`src/rtl/sender_arb.sv`:
```
// sender_arb: shares one UART byte sender between the output-commit path
// (zero-latency pass-through) and a debug word dumper that serializes a
// latched 32-bit word as four bytes, LSB first, never interleaved with
// output bytes. A starvation counter bounds how long a pending debug word
// can wait behind a continuous output stream.
module sender_arb #(
    parameter int STARVE_LIMIT = 16
) (
    input  logic        clk,
    input  logic        reset,
    input  logic        out_valid,
    input  logic [7:0]  out_data,
    output logic        out_ready,
    input  logic        dbg_valid,
    input  logic [31:0] dbg_data,
    output logic        dbg_ready,
    input  logic        sender_ready,
    output logic        sender_valid,
    output logic [7:0]  sender_in,
    output logic        busy
);

    localparam int SW = (STARVE_LIMIT > 0) ? $clog2(STARVE_LIMIT + 1) : 1;
    localparam logic [SW-1:0] STARVE_MAX = SW'(STARVE_LIMIT);

    typedef enum logic {
        S_OUT,
        S_DBG
    } state_t;

    state_t        state;
    state_t        state_next;
    logic [1:0]    cnt;
    logic [1:0]    cnt_next;
    logic [31:0]   shift;
    logic [31:0]   shift_next;
    logic [SW-1:0] starve;
    logic [SW-1:0] starve_next;

    logic in_dbg;
    logic dbg_take;
    logic out_xfer;

    // While reset is held the outputs already behave as in OUT, so a reset
    // during a debug word stops presenting its bytes in that very cycle.
    assign in_dbg   = (state == S_DBG) && !reset;
    assign out_xfer = out_valid && out_ready;

    // State register: synchronous reset returns to OUT with everything cleared.
    always_ff @(posedge clk) begin
        if (reset) begin
            state  <= S_OUT;
            cnt    <= 2'd0;
            shift  <= 32'd0;
            starve <= '0;
        end else begin
            state  <= state_next;
            cnt    <= cnt_next;
            shift  <= shift_next;
            starve <= starve_next;
        end
    end

    // Next-state logic: latch a debug word, step through its bytes, track starvation.
    always_comb begin
        state_next  = state;
        cnt_next    = cnt;
        shift_next  = shift;
        starve_next = starve;
        case (state)
            S_OUT: begin
                if (dbg_take) begin
                    shift_next  = dbg_data;
                    cnt_next    = 2'd0;
                    starve_next = '0;
                    state_next  = S_DBG;
                end else if (!dbg_valid) begin
                    starve_next = '0;
                end else if (out_xfer && (starve != STARVE_MAX)) begin
                    starve_next = starve + 1'b1;
                end
            end
            S_DBG: begin
                if (sender_ready) begin
                    shift_next = shift >> 8;
                    cnt_next   = cnt + 2'd1;
                    if (cnt == 2'd3) begin
                        cnt_next   = 2'd0;
                        state_next = S_OUT;
                    end
                end
            end
            default: begin
                state_next = S_OUT;
            end
        endcase
    end

    // Output logic: combinational pass-through in OUT, current debug byte in DBG.
    always_comb begin
        out_ready    = 1'b0;
        dbg_ready    = 1'b0;
        dbg_take     = 1'b0;
        sender_valid = 1'b0;
        sender_in    = 8'd0;
        busy         = 1'b0;
        if (in_dbg) begin
            sender_valid = 1'b1;
            sender_in    = shift[7:0];
            busy         = 1'b1;
        end else begin
            dbg_ready    = !out_valid || (starve == STARVE_MAX);
            dbg_take     = dbg_valid && dbg_ready;
            sender_valid = out_valid && !dbg_take;
            sender_in    = out_data;
            out_ready    = sender_ready && !dbg_take;
        end
    end

endmodule

```
`config.mk`:
```
export PLATFORM = sky130hd
export DESIGN_NAME = sender_arb
export DESIGN_NICKNAME = d
export VERILOG_FILES = /design/src/rtl/sender_arb.sv
export SDC_FILE = /design/constraint.sdc
export NUM_CORES = 1
export LEC_CHECK = 0
export CORE_ASPECT_RATIO = 0.5
export CORE_MARGIN = 4
export CORE_UTILIZATION = 34
export DETAILED_ROUTE_END_ITERATION = 8
export PLACE_DENSITY = 0.58
export SLEW_MARGIN = 15
export SYNTH_ARGS = -nofsm -noshare
export SYNTH_HDL_FRONTEND = slang
export SYNTH_SLANG_ARGS = --single-unit
```
`constraint.sdc`:
```
create_clock -name clk -period 3.7 [get_ports clk]
set_input_delay 0.74 -clock clk [delete_from_list [all_inputs] [get_ports clk]]
set_output_delay 0.74 -clock clk [all_outputs]
set_load 0.02 [all_outputs]
```
==> impl_metrics.ini <==
[layout]
stdcell_count = 340
antenna_cells = 0
fin_nets = 314
final_common_cell = clkdlybuf4s50_1
fin_area_mm2 = 0.00281
syn_to_final_growth_pct = 34.6
drive_above_1_share_pct = 16.9
layout_common_cells = 55 x clkdlybuf4s50_1, 39 x dfxtp_1, 33 x nand2_1

[worst_setup_path]
timing.rr.start = state
reg2reg_slack_ps = 1450
r2r_end = shift[16]
path_max_fanout = 5
startpoint = out_valid
cpMostUsedCell = clkdlybuf4s50_1
cp-end-kind = output port
max_stage_delay_ps = 600
cpMaxStageDelayCell = clkdlybuf4s50_1
ff2ff_path_depth = 6
worstPathCellList = clkdlybuf4s50_1 > inv_1 > o21ai_2 > and3_1 > clkdlybuf4s50_1
arrival_ps = 2460
crit_required_ps = 2960
cp-start-kind = primary input
criticalPathCategory = primary input to output port

[timing]
worst_pin_slew_ps = 615
tns_ps = 0
finalHoldViolations = 0
slew_headroom_pct = 59.0
post-route-period-util_pct = 86.6
fin_skew_ps = 4.69
fmax_mhz = 312
slew_violations = 0
rsz0062_at_grt = false
setup_viol = 0
setup_ws_ps = 497
period_needed_ps = 3200

[cts]
clkSinkCount = 40
cts_tree = yes
cts_setup_buffers = 0
h-tree-depth = 2
root_buffer = clkbuf_16
cts_buffer_depth = 2
cts_hold_buf = 0
path_clk_slew_ps = 60
cts_resized = 0
cts-buffers-inserted = 5
clk_latency_ps = 280

[routing]
dr_wl_met3_um = 194
routed.top_layer = met4
dr_wl_met2_um = 2400
ant_nets = 0
wire_per_inst_um = 13.9
vias = 1673
detail_route.vias_per_cell = 4.92
wl_um = 4710
first_iter_violations = 72
drc = 0
dr.pass1.iters = 4
wl_met1_um = 2080

[outcome]
status = finished, final reports clean

[die]
core-area_mm2 = 0.00571
fp-row-count = 19
boundaryPins = 57
die_h_um = 63.4
start_util_pct = 36.6
die_x_um = 119
dieArea_mm2 = 0.00753

[power]
switching_share_pct = 25.8
p_switching_mw = 0.294
power.density_mw_per_mm2 = 406
cell_internal_pwr_mw = 0.846
seqPwrFrac_pct = 41.9
clock_power_share_pct = 38.2
ir_drop_mv = 0.185
total_leakage_power_nw = 1.03
comb_power_share_pct = 20.0

[global_route]
grt-ovfl-total = 0
grt_max_degree = 36
grt_pass1_wl_um = 7890
grt_use_total_pct = 12.9
grt_antenna_before_repair = 0
grt_pass1_vias = 1713

[synth]
ys_types = 30
syn-cell-area_mm2 = 0.00209
syn-mean-instance-area_um2 = 9.71
synthCells = 215
yosys_warnings = 0
ys_ff_latch = 40
synth_seq_area_share_pct = 38.4
syn_nets = 263

[placed_design]
dpl.cell_count = 332
numPortBuffers = 56
dpl.hpwl_um = 3520
place_ws_ps = 494
placed_cell_area_mm2 = 0.00266
place.gp.congestion = 0.807

[hold_path]
min-delay-start = shift[29]
holdPathEnd = shift[29]
min_path_cells = 1
hold_class = flip-flop to flip-flop

[run]
cap_violations = 0
## per-layer routing
metal,GRT usage (%),up-vias
li1,-,858
met1,15.4,786
met2,22.3,25
met3,4.38,4
met4,3.75,0
met5,0,-
## worst max-delay path: cells and delay by family
family,cells,cell delay (ps)
buf+inv,3,1280
compound gates,1,250
simple gates,1,190
## state kept, by name (all words and copies together) (netlist names)
register / cells
shift: 32
starve: 5
cnt: 2
state: 1
## cells by family (layout without fill, tap and decap cells)
kind of cell	Yosys count	after routing	synth area share, %
compound gates	45	45	22.5
fa+ha+maj	3	3	1.80
mux	25	25	12.0
simple gates	81	81	18.9
flops	40	40	38.4
buf+inv	21	73	6.41
## layout make-up
cell class,instances,area (um^2)
timing repair buffer,59,591
clock inverter,1,7.51
inverter,6,22.5
tap,73,91.3
sequential,40,802
fill,541,2900
multi-input combinational,154,1150
clock buffer,7,143
## Yosys cell counts, drive strengths merged
| library cell | number | area, um^2 |
|---|---|---|
| a211oi | 24 | 300 |
| a21oi | 4 | 20.0 |
| a22o | 9 | 78.8 |
| a31o | 1 | 8.76 |
| a31oi | 1 | 21.3 |
| and3 | 3 | 18.8 |
| and4bb | 1 | 12.5 |
| buf | 14 | 108 |
| clkbuf | 1 | 3.75 |
| dfxtp | 40 | 801 |
| ha | 3 | 37.5 |
| inv | 6 | 22.5 |
| mux2i | 25 | 250 |
| nand2 | 34 | 130 |
| nand2b | 1 | 6.26 |
| nand3 | 6 | 30.0 |
| nand4 | 2 | 12.5 |
| nand4bb | 1 | 27.5 |
| nor2 | 29 | 111 |
| nor2b | 2 | 12.5 |
| nor3 | 2 | 32.5 |
| o21ai | 4 | 23.8 |
| o311ai | 2 | 17.5 |
## power by group through the flow
stage,Combinational (mW),Sequential (mW),Clock (mW)
floorplan,0.151,0.482,0
global placement,0.226,0.486,0
detailed placement,0.231,0.487,0
CTS,0.232,0.478,0.449
global route,0.250,0.481,0.471
finish,0.227,0.477,0.435
## stage by stage
step | hold WS [ps] | utilization (%) | power [mW]
global route | 499 | 49.2 | 1.20
detailed placement | 460 | 46.6 | 0.718
floorplan | 442 | - | 0.633
global placement | 457 | 46.6 | 0.712
finish | 471 | 49.2 | 1.14
CTS | 476 | 49.2 | 1.16
## worst max-delay path by stage
stage | slack (ps) | cells past startpoint | end
after floorplan | 1310 | 5 | sender_in[0]
after detailed placement | 490 | 5 | out_ready
after global routing | 380 | 6 | sender_in[7]
final | 500 | 5 | out_ready
after global placement | 520 | 5 | out_ready
after CTS | 490 | 5 | out_ready
(Power assumes the default switching activity.)
